## src/rtl/console_rx.sv

```systemverilog
`default_nettype none
// +--------------------------------------------------------------------------+
// | console_rx                                                               |
// | Oversampling 8N1 serial receiver feeding a first-word-fall-through FIFO. |
// | Revision: 1.0                                                            |
// +--------------------------------------------------------------------------+
module console_rx #(
    parameter int FREQUENCY  = 25000000,
    parameter int BAUD_RATE  = 115200,
    parameter int OVERSAMPLE = 16,
    parameter int DATA_BITS  = 8,
    parameter int FIFO_DEPTH = 16
) (
    input  logic                              clk,
    input  logic                              rst,
    input  logic                              rx,
    input  logic                              rd,
    output logic [DATA_BITS-1:0]              dout,
    output logic                              empty,
    output logic                              full,
    output logic [$clog2(FIFO_DEPTH+1)-1:0]   count,
    output logic                              frame_err,
    output logic                              overrun
);
    localparam int c_tick_div = FREQUENCY / (BAUD_RATE * OVERSAMPLE);
    localparam int c_tw       = (c_tick_div > 1) ? $clog2(c_tick_div) : 1;
    localparam int c_sw       = $clog2(OVERSAMPLE);
    localparam int c_bw       = (DATA_BITS > 1) ? $clog2(DATA_BITS) : 1;
    localparam int c_aw       = $clog2(FIFO_DEPTH);
    localparam int c_cw       = $clog2(FIFO_DEPTH + 1);

    generate
        if (c_tick_div < 1) begin : g_bad_tick_div
            $error("console_rx: FREQUENCY too low for BAUD_RATE*OVERSAMPLE");
        end
        if ((OVERSAMPLE < 4) || (OVERSAMPLE % 2 != 0)) begin : g_bad_oversample
            $error("console_rx: OVERSAMPLE must be even and >= 4");
        end
        if ((FIFO_DEPTH < 2) || ((FIFO_DEPTH & (FIFO_DEPTH - 1)) != 0)) begin : g_bad_depth
            $error("console_rx: FIFO_DEPTH must be a power of 2, >= 2");
        end
    endgenerate

    typedef enum logic [1:0] {
        S_IDLE  = 2'd0,
        S_START = 2'd1,
        S_DATA  = 2'd2,
        S_STOP  = 2'd3
    } state_t;

    state_t                 r_state, w_state_n;
    logic                   r_rx_meta, r_rx_s;
    logic [c_tw-1:0]        r_tick_cnt;
    logic                   w_tick;
    logic [c_sw-1:0]        r_sample_cnt, w_sample_n;
    logic [c_bw-1:0]        r_bit_cnt, w_bit_n;
    logic [DATA_BITS-1:0]   r_shreg, w_shreg_n;
    logic                   r_armed, w_armed_n;
    logic                   r_push_req, w_push_n;
    logic                   r_frame_err, w_ferr_n;

    logic [DATA_BITS-1:0]   r_mem [FIFO_DEPTH];
    logic [c_aw-1:0]        r_wr_ptr, r_rd_ptr;
    logic [c_cw-1:0]        r_count, w_count_n;
    logic                   r_empty, r_full, r_overrun;
    logic                   w_wr, w_rd, w_ovr;

    // Synchroniser resets to the idle level so reset never looks like a start bit.
    always_ff @(posedge clk) begin
        if (rst) begin
            r_rx_meta <= 1'b1;
            r_rx_s    <= 1'b1;
        end else begin
            r_rx_meta <= rx;
            r_rx_s    <= r_rx_meta;
        end
    end

    assign w_tick = (r_tick_cnt == c_tw'(c_tick_div - 1));

    always_ff @(posedge clk) begin
        if (rst)         r_tick_cnt <= '0;
        else if (w_tick) r_tick_cnt <= '0;
        else             r_tick_cnt <= r_tick_cnt + 1'b1;
    end

    always_ff @(posedge clk) begin
        if (rst) begin
            r_state      <= S_IDLE;
            r_sample_cnt <= '0;
            r_bit_cnt    <= '0;
            r_shreg      <= '0;
            r_armed      <= 1'b0;
            r_push_req   <= 1'b0;
            r_frame_err  <= 1'b0;
        end else begin
            r_state      <= w_state_n;
            r_sample_cnt <= w_sample_n;
            r_bit_cnt    <= w_bit_n;
            r_shreg      <= w_shreg_n;
            r_armed      <= w_armed_n;
            r_push_req   <= w_push_n;
            r_frame_err  <= w_ferr_n;
        end
    end

    always_comb begin
        w_state_n  = r_state;
        w_sample_n = r_sample_cnt;
        w_bit_n    = r_bit_cnt;
        w_shreg_n  = r_shreg;
        w_armed_n  = r_armed;
        w_push_n   = 1'b0;
        w_ferr_n   = 1'b0;
        if (w_tick) begin
            case (r_state)
                S_IDLE: begin
                    if (r_rx_s) begin
                        w_armed_n = 1'b1;
                    end else if (r_armed) begin
                        w_state_n  = S_START;
                        w_sample_n = '0;
                    end
                end
                S_START: begin
                    if (r_sample_cnt == c_sw'(OVERSAMPLE / 2 - 1)) begin
                        if (!r_rx_s) begin
                            w_state_n  = S_DATA;
                            w_sample_n = '0;
                            w_bit_n    = '0;
                        end else begin
                            w_state_n  = S_IDLE;
                        end
                    end else begin
                        w_sample_n = r_sample_cnt + 1'b1;
                    end
                end
                S_DATA: begin
                    if (r_sample_cnt == c_sw'(OVERSAMPLE - 1)) begin
                        w_sample_n = '0;
                        w_shreg_n  = {r_rx_s, r_shreg[DATA_BITS-1:1]};
                        if (r_bit_cnt == c_bw'(DATA_BITS - 1)) w_state_n = S_STOP;
                        else                                   w_bit_n   = r_bit_cnt + 1'b1;
                    end else begin
                        w_sample_n = r_sample_cnt + 1'b1;
                    end
                end
                S_STOP: begin
                    if (r_sample_cnt == c_sw'(OVERSAMPLE - 1)) begin
                        w_state_n  = S_IDLE;
                        w_sample_n = '0;
                        w_armed_n  = 1'b0;
                        w_push_n   = r_rx_s;
                        w_ferr_n   = !r_rx_s;
                    end else begin
                        w_sample_n = r_sample_cnt + 1'b1;
                    end
                end
                default: w_state_n = S_IDLE;
            endcase
        end
    end

    // A pop at full frees the slot the pending push needs, so no overrun then.
    assign w_rd  = rd & !r_empty;
    assign w_wr  = r_push_req & (!r_full | w_rd);
    assign w_ovr = r_push_req & r_full & !w_rd;

    always_comb begin
        w_count_n = r_count;
        if (w_wr && !w_rd)      w_count_n = r_count + 1'b1;
        else if (!w_wr && w_rd) w_count_n = r_count - 1'b1;
    end

    always_ff @(posedge clk) begin
        if (w_wr) r_mem[r_wr_ptr] <= r_shreg;
    end

    always_ff @(posedge clk) begin
        if (rst) begin
            r_wr_ptr  <= '0;
            r_rd_ptr  <= '0;
            r_count   <= '0;
            r_empty   <= 1'b1;
            r_full    <= 1'b0;
            r_overrun <= 1'b0;
        end else begin
            if (w_wr) r_wr_ptr <= r_wr_ptr + 1'b1;
            if (w_rd) r_rd_ptr <= r_rd_ptr + 1'b1;
            r_count   <= w_count_n;
            r_empty   <= (w_count_n == '0);
            r_full    <= (w_count_n == c_cw'(FIFO_DEPTH));
            r_overrun <= w_ovr;
        end
    end

    assign dout      = r_empty ? '0 : r_mem[r_rd_ptr];
    assign empty     = r_empty;
    assign full      = r_full;
    assign count     = r_count;
    assign frame_err = r_frame_err;
    assign overrun   = r_overrun;

endmodule
`default_nettype wire

```

## config.mk

```make
export PLATFORM = sky130hd
export DESIGN_NAME = console_rx
export DESIGN_NICKNAME = d
export VERILOG_FILES = /design/src/rtl/console_rx.sv
export SDC_FILE = /design/constraint.sdc
export NUM_CORES = 1
export LEC_CHECK = 0
export ABC_AREA = 1
export BUFFER_PORTS_ARGS = -buffer_cell sky130_fd_sc_hd__clkbuf_2
export CORE_ASPECT_RATIO = 1.25
export CORE_MARGIN = 3
export CORE_UTILIZATION = 65
export DETAILED_ROUTE_END_ITERATION = 10
export PLACE_DENSITY = 0.92
export SYNTH_ARGS = -nofsm -noshare
export SYNTH_HDL_FRONTEND = slang
export SYNTH_SLANG_ARGS = --single-unit
```

## constraint.sdc

```tcl
create_clock -name clk -period 2.6 [get_ports clk]
set_input_delay 0.13 -clock clk [delete_from_list [all_inputs] [get_ports clk]]
set_output_delay 0.13 -clock clk [all_outputs]
set_load 0.03 [all_outputs]
```

=== Word-level counts from Yosys, hierarchy flattened ===
Memory sizes are Yosys's and may differ from the RTL's. A register that Yosys moved wholly into a read port is not among the register bits.
Index checks and enable logic that the tools add are counted.

* Output and inout port bits: 17
* Logic and storage cells: 98
* RAM bits: 128
* Bits in registers: 42
* Memories kept: 1

* Bitwise logic cells: 8
* Add/sub/neg operators: 7
* Equal/unequal tests: 18
* Reduce and logical (&&, ||, !) cells: 19
* Multiplexer cells: 29

{| class="wikitable"
|+ Memories
! name !! depth !! bits a word !! rd ports !! clocked after memory_dff !! write ports !! RTL line !! RTL
|-
| r_mem || 16 || 8 || 1 || 1 || 1 || 62 || <nowiki>logic [DATA_BITS-1:0] r_mem [FIFO_DEPTH];</nowiki>
|}

{| class="wikitable"
|+ Operators by type and width
! kind !! count
|-
| 4-bit 2-to-1 mux || 7
|-
| 2-bit != test (second input constant) || 9
|-
| 4-bit by 1-bit adder with 4-bit output (second input constant) || 4
|-
| 2-bit 2-to-1 mux || 7
|-
| 3-bit 2-to-1 mux || 4
|-
| 4-bit case mux with 3 select lines || 1
|-
| 5-bit 2-to-1 mux || 2
|-
| 4-bit == test (second input constant) || 2
|-
| 8-bit 2-to-1 mux || 1
|-
| 2-bit case mux with 4 select lines || 1
|-
| 4-bit AND reduction || 2
|-
| 7-bit AND reduction || 1
|-
| 3-bit case mux with 2 select lines || 1
|-
| 6-bit AND reduction || 1
|-
| 5-bit by 1-bit adder with 5-bit output (second input constant) || 1
|-
| 5-bit == test (second input constant) || 1
|-
| 1-bit zero test || 5
|-
| 5-bit zero test || 1
|-
| 5-bit by 1-bit subtractor with 5-bit output (second input constant) || 1
|-
| 1-bit bitwise AND || 4
|-
| 2-bit == test (second input constant) || 2
|-
| 4-bit by 3-bit == test with 1-bit output (second input constant) || 1
|-
| 1-bit 2-to-1 mux || 4
|-
| 2-bit nonzero test || 2
|-
| other kinds (12) || 16
|}

=== Logic depth before layout (Yosys ltp) ===
Gate-level depths: netlist of run 1.

* Depth in word-level cells: 9
* Depth in mapped cells: 12
* Depth with buffers taken out: 11

=== Worst setup path before layout of run 1 ===
OpenSTA, ideal clock, no wires.

* Path kind: register to register
* From: register r_empty, in the netlist empty
* To: memory r_mem[0][0] (enable)
* Setup time: 370 ps
* Path buffers: 1
* Required time: 2230 ps
* Period minus slack after synthesis: 1843 ps
* Stages on the path, launching flop included: 9
* Arrival: 1473 ps
* Path slack: 757 ps
* Path through: dfxtp_1 buf_6 clkinv_2 nand2_4 nand2_2 nand2_1 inv_1 nand2_1 nor2_1

* Cells in the longest elaborated chain, start to end: 6

{| class="wikitable"
|+ Ends and longest elaborated chain
! item !! RTL line !! RTL
|-
| start: declaration || 65 || <nowiki>logic r_empty, r_full, r_overrun;</nowiki>
|-
| start signal: assignment || 191 || <nowiki>r_empty <= (w_count_n == '0);</nowiki>
|-
| 1-bit zero test || 165 || <nowiki>assign w_rd = rd & !r_empty;</nowiki>
|-
| 1-bit bitwise AND || 165 ||
|-
| 1-bit OR || 166 || <nowiki>assign w_wr = r_push_req & (!r_full | w_rd);</nowiki>
|-
| 1-bit bitwise AND || 166 ||
|-
| 1-bit 2-to-1 mux || 176 || <nowiki>if (w_wr) r_mem[r_wr_ptr] <= r_shreg;</nowiki>
|-
| 1-bit 2-to-1 mux (not written as such) || 176 ||
|-
| end: declaration || 62 ||
|}

No other way between the ends.

==> impl_metrics.csv, run 1 <==
group,metric,value,unit
clock_network,htreeDepth,4,
setup_path,cpMostUsedCell,"nor2_1",
placed_design,place.gp.congestion,0.896,
logic_synthesis,synth_fp_nets,690,
finish,antenna_cells,0,
finish,area_delta_synth_final,10.6,%
run_status,status,"finished clean",
floorplan,ios,21,
hold_path,hp-class,"in -> reg",
route,drt-wirelength-per-cell,20.1,µm
finish,regArea,4770,µm²
route,first_pass_iters,8,
setup_path,cpMaxStageDelayCell,"dfxtp_4",
pwr,vdd_drop_max,657,µV
clock_network,cts-root-buf,"clkbuf_16",
placed_design,dp_cells,805,
floorplan,num_rows,42,
timing,slew-limit-headroom,37.8,%
logic_synthesis,ys_seq_area_share,65.7,%
placed_design,dp_hpwl,10700,µm
clock_network,cts_tree,"built",
route,drtIter0Drc,516,
setup_path,worstPathArrival,2.25,ns
timing,slew_violations,0,
route,drc_errors,0,
timing,fmax,420,MHz
clock_network,clk_latency,0.43,ns
route,routed_wl,16900,µm
floorplan,chipHeight,124,µm
setup_path,critical_path_class,"reg -> out",
setup_path,crit_family,"buffers and inverters",
finish,stdcell_count,838,
timing,finalCriticalPeriod,2.38,ns
finish,final_layout_size_suffix_gt1_share,11.6,%
logic_synthesis,syn-mean-instance-area,10.8,µm²
placed_design,portBuffers,20,
pwr,powerDensity,833,nW/µm²
grt,grt_max_degree,33,
clock_network,cts.path.max_buffers,2,
setup_path,critPathMaxFanout,29,
finish,multi_input_area,2160,µm²
pwr,p_leak,3.18,nW
floorplan,start_util,67.6,%
route,ant_nets,0,
timing,fin_skew,0.00839,ns
timing,finalSetupViolCount,0,
clock_network,post-cts-setup-buffers,0,
route,post_drt_via_cell_ratio,6.15,
grt,grt_pass1_vias,5110,
logic_synthesis,async_flop_share,0,%
logic_synthesis,synth.cell_area,7250,µm²
logic_synthesis,syn_inst,674,
job,maxCapViolCount,0,
grt,grt_pass1_wl,26500,µm
logic_synthesis,ys_types,36,
timing,finalHoldViolCount,0,
setup_path,critical_path.max_stage_delay,0.52,ns
clock_network,path_clk_slew,0.06,ns
floorplan,die_w,100,µm
logic_synthesis,yosysWarnings,0,
grt,grt-ovfl-total,0,
setup_path,ff2ff_setup_slack,0.35,ns
setup_path,required,2.47,ns
logic_synthesis,synth_ff_type,"edfxtp_1",
timing,rsz0062_at_grt,"false",
floorplan,coreArea,10700,µm²
setup_path,cp_num_buf_inv,2,
setup_path,end_kind,"output pin",
setup_path,crit_chain,"buf_4, nor2_1, nor2_1, o21ai_0, o211ai_1, nand3_1, a21oi_1, clkbuf_2",
clock_network,clock_sinks,174,
finish,nNetsFinal,709,
timing,worst_pin_slew,0.932,ns
setup_path,cp-start-kind,"register",
finish,fill_cells,661,
logic_synthesis,synth-edff-count,128,
clock_network,cts_inserted_buffers,17,
timing,tns,0,ns
floorplan,die_area,12500,µm²
route,via_count,5151,
grt,antenna_found_initial,0,
timing,period_share,91.6,%
logic_synthesis,ys_ff_latch,174,
timing,timing.hold.ws,0.0691,ns
grt,track_usage,28.6,%
-- cell usage after synthesis (3+ instances only) --
master    number  area (µm²)
nor2_1       153         574
edfxtp_1     128        3840
o21ai_0       82         410
nand2_1       56         210
dfxtp_1       46         921
inv_1         35         131
o211ai_1      32         240
nand3_1       30         150
a21oi_1       26         130
ha_1          12         150
buf_2         10        50.1
clkbuf_1       7        26.3
buf_4          6        45.0
inv_2          6        22.5
xor2_1         6        52.6
nand2_2        4        25.0
nor3_1         4        20.0
a21oi_2        3        26.3
nand4_1        3        18.8
nor2_2         3        18.8
o21ai_1        3        15.0
-- logic make-up after synthesis --
logic type | synth area share, %
buffers and inverters | 4.42
adders and majority gates | 2.07
AOI/OAI and AO/OA | 11.7
xor gates and xnor gates | 0.846
and+or+nand+nor | 15.3
DFF | 65.7
-- per-layer routing --
metal | track usage (%) | share of wire, % | wire (µm)
met2 | 50.7 | 53 | 8930
met4 | 11.6 | 3.0 | 511
met1 | 33.6 | 35 | 5980
met5 | 0 | 0 | 0
met3 | 6.27 | 8.5 | 1440
-- layout make-up --
type	count	share of cell area (%)
clock inverter	14	2.09
clock buffer	18	5.35
sequential	174	59.5
inverter	43	2.03
timing repair buffer	28	2.03
multi-input combinational	429	27.0
tap	132	2.06
-- what timing repair did --
| item | 4_1_cts | 5_1_grt |
|---|---|---|
| gates resized for setup | 0 | 1 |
| hold buffers | 1 | 0 |
| endpoints found under the setup margin | 0 | 5 |
| hold endpoints to repair | 1 | 0 |
-- cell usage in the layout, fill, tap and decap left out --
| cell type | n |
|---|---|
| o211ai_1 | 32 |
| clkbuf_2 | 20 |
| nor2_1 | 153 |
| buf_4 | 7 |
| a21oi_1 | 26 |
| clkbuf_1 | 1 |
| nand3_1 | 30 |
| nand2_2 | 4 |
| xnor2_1 | 1 |
| a21oi_2 | 3 |
| nor3_1 | 4 |
| clkinv_1 | 4 |
| or2_2 | 2 |
| nor3b_1 | 1 |
| nand2_4 | 1 |
| dfxtp_4 | 1 |
| inv_6 | 2 |
| dfxtp_1 | 45 |
| ha_1 | 12 |
| inv_2 | 6 |
| nor2_4 | 1 |
| xor2_1 | 6 |
| nand2_1 | 56 |
| o21ai_1 | 3 |
| clkinv_2 | 2 |
| o21a_1 | 1 |
| clkinv_4 | 5 |
| nor2_2 | 3 |
| o21ai_0 | 82 |
| clkbuf_16 | 17 |
| o21ai_2 | 2 |
| or2_4 | 1 |
| bufinv_16 | 3 |
| nor2_8 | 1 |
| inv_1 | 35 |
| dlygate4sd3_1 | 1 |
| edfxtp_1 | 128 |
| nand4_1 | 3 |
| nand3_4 | 1 |
-- worst paths after layout --
check	start	to	depth (start not counted)
max	register	dout[5]	8
min	rst	register	2
max reg2reg	empty	r_mem[1][5]	7
min reg2reg	r_rx_meta	r_rx_s	1
-- report_power, final --
| group | leakage [nW] | internal (mW) | switching [mW] | total, mW |
|---|---|---|---|---|
| sequential | 1.86 | 2.99 | 0.114 | 3.11 |
| combinational | 1.02 | 0.311 | 0.709 | 1.02 |
| clock | 0.291 | 1.51 | 1.04 | 2.55 |
-- worst register-to-register path, stage by stage, from the launching register on --
cell and delay, ns:
dfxtp_1 0.46, clkinv_2 0.12, nand2_4 0.09, nand2_2 0.08, nand2_1 0.09, inv_1 0.16, nand2_1 0.14, nor2_1 0.73
-- flip-flops by register name, indices dropped and copies added (netlist names), 3 cells and up, named ones only --
signal	flops
count	5
r_bit_cnt	3
r_mem	128
r_rd_ptr	4
r_sample_cnt	4
r_shreg	8
r_tick_cnt	4
r_wr_ptr	4
-- stage by stage --
stage / power (mW) / utilization, % / setup WS, ns / instance area (µm²)
after global routing: 6.90 / 74.8 / 0.0999 / 8020
after detailed placement: 4.14 / 69.1 / 0.450 / 7410
after floorplan: 3.91 / - / 0.757 / 7250
final: 6.68 / 74.8 / 0.219 / 8020
after CTS: 6.67 / 74.8 / 0.0881 / 8020
after global placement: 4.10 / 69.1 / 0.574 / 7410
Power figures use the tool's default switching activity.
==> run 2, diff against run 1 <==
--- a/config.mk
+++ b/config.mk
@@ -7,11 +7,13 @@
 export LEC_CHECK = 0
 export ABC_AREA = 1
 export BUFFER_PORTS_ARGS = -buffer_cell sky130_fd_sc_hd__clkbuf_2
+export CAP_MARGIN = 20
 export CORE_ASPECT_RATIO = 1.25
 export CORE_MARGIN = 3
 export CORE_UTILIZATION = 65
 export DETAILED_ROUTE_END_ITERATION = 10
 export PLACE_DENSITY = 0.92
+export SETUP_SLACK_MARGIN = 0.4
 export SYNTH_ARGS = -nofsm -noshare
 export SYNTH_HDL_FRONTEND = slang
 export SYNTH_SLANG_ARGS = --single-unit
==> impl_metrics.csv, run 2 (synthesis gave the netlist of run 1 again) <==
group,metric,value,unit
run_status,status,"finished clean",
finish,nNetsFinal,715,
route,routed_wl,17300,µm
timing,period_share,85.1,%
clock_network,htreeDepth,4,
clock_network,path_clk_slew,0.07,ns
finish,fill_cells,630,
grt,antenna_found_initial,0,
grt,grt_pass1_vias,5182,
clock_network,clk_latency,0.43,ns
timing,timing.hold.ws,0.0657,ns
clock_network,cts-root-buf,"clkbuf_16",
route,first_pass_iters,6,
timing,rsz0062_at_grt,"true",
hold_path,holdPathStages,2,
grt,grt_use_met2,51.5,%
grt,grt_pass1_wl,26900,µm
timing,slew_violations,0,
clock_network,clock_sinks,174,
finish,mostFrequentLayoutCells,"142 x nor2_1, 128 x edfxtp_1, 80 x o21ai_0",
placed_design,pre_cts_slack,0.450,ns
grt,grtUsageMet3,5.77,%
floorplan,chipHeight,124,µm
clock_network,cts.path.max_buffers,2,
timing,finalCriticalPeriod,2.21,ns
timing,worst_slack,0.387,ns
clock_network,cts_tree,"built",
timing,finalHoldViolCount,0,
route,post_drt_via_cell_ratio,6.22,
setup_path,required,2.65,ns
setup_path,worstPathArrival,2.27,ns
setup_path,critical_path_class,"reg -> reg",
timing,slew-limit-headroom,38.3,%
grt,grtUsageMet1,34.3,%
finish,antenna_cells,0,
grt,grt_max_degree,33,
setup_path,ff2ff_path_depth,7,
timing,finalSetupViolCount,0,
floorplan,coreArea,10700,µm²
hold_path,hp-start,"rst",
floorplan,num_rows,42,
grt,track_usage,29.0,%
route,via_count,5251,
setup_path,critPathMaxFanout,11,
setup_path,end_kind,"register",
timing,tns,0,ns
route,drc_errors,0,
grt,top_usage_layer,"met2",
pwr,p_leak,3.23,nW
setup_path,crit_path_start,"empty",
finish,largest_reg_flops,128,
timing,worst_pin_slew,0.924,ns
hold_path,hp-class,"in -> reg",
finish,final_layout_size_suffix_gt1_share,14.2,%
floorplan,start_util,67.6,%
placed_design,portBuffers,20,
floorplan,ios,21,
grt,grt-ovfl-total,0,
finish,regArea,4770,µm²
timing,fin_skew,0.00818,ns
finish,mostFrequentLayoutCell,"nor2_1",
timing,fmax,452,MHz
finish,largest-register,"r_mem",
pwr,powerDensity,830,nW/µm²
route,ant_nets,0,
clock_network,cts_inserted_buffers,17,
pwr,vdd_drop_max,645,µV
job,maxCapViolCount,0,
placed_design,dp_hpwl,10700,µm
placed_design,place.gp.congestion,0.896,
route,drtIter0Drc,585,
finish,multi_input_area,2190,µm²
finish,area_delta_synth_final,12.6,%
floorplan,die_w,100,µm
route,drt-wirelength-per-cell,20.6,µm
floorplan,die_area,12500,µm²
setup_path,r2r-start,"empty",
pwr,design_power_total,6.78,mW
setup_path,cp-start-kind,"register",
## run 2: final cells by class
class	instances	area share [%]
clock buffer	18	5.26
clock inverter	14	2.05
inverter	43	2.07
multi-input combinational	429	26.9
sequential	174	58.4
tap	132	2.02
timing repair buffer	34	3.33
## run 2: path summary, 6_finish.rpt
kind	endpoint	slack, ns
worst min-delay path	register	0.07
worst max-delay path	r_mem[12][0]	0.39
worst min register to register	r_rx_s	0.41
worst max register to register	r_mem[12][0]	0.39
## run 2: through the flow
stage                     cells  utilization, %  area, µm²
after global placement      805            69.1       7410
after CTS                   841            75.4       8080
final                       844            76.2       8160
after detailed placement    805            69.1       7410
after global routing        844            76.2       8160
after floorplan             674               -       7250
## run 2: what timing repair did
action,4_1_cts,5_1_grt
hold buffers,1,0
gates resized for setup,12,31
endpoints found under the setup margin,16,101
hold endpoints to repair,1,0
buffers inserted,3,3
pin swaps,1,5
## run 2: metal layers
| metal | vias up | routed length (µm) |
|---|---|---|
| met3 | 70 | 1570 |
| li1 | 2395 | - |
| met1 | 2455 | 6060 |
| met4 | 0 | 667 |
| met2 | 331 | 9050 |
| met5 | - | 0 |
## run 2: power by group
| part | leakage [nW] | total, mW | switching, mW | internal, mW |
|---|---|---|---|---|
| logic | 1.07 | 1.13 | 0.751 | 0.374 |
| clock network | 0.291 | 2.55 | 1.04 | 1.51 |
| registers | 1.86 | 3.10 | 0.106 | 2.99 |
| total | 3.23 | 6.78 | 1.90 | 4.88 |
## run 2: worst max-delay path: stages (launching register included)
cell and delay (ns):
dfxtp_1 0.46, clkinv_2 0.12, nand2_4 0.09, nand2_2 0.08, nand2_1 0.09, inv_1 0.17, nand2_1 0.15, nor2_1 0.67
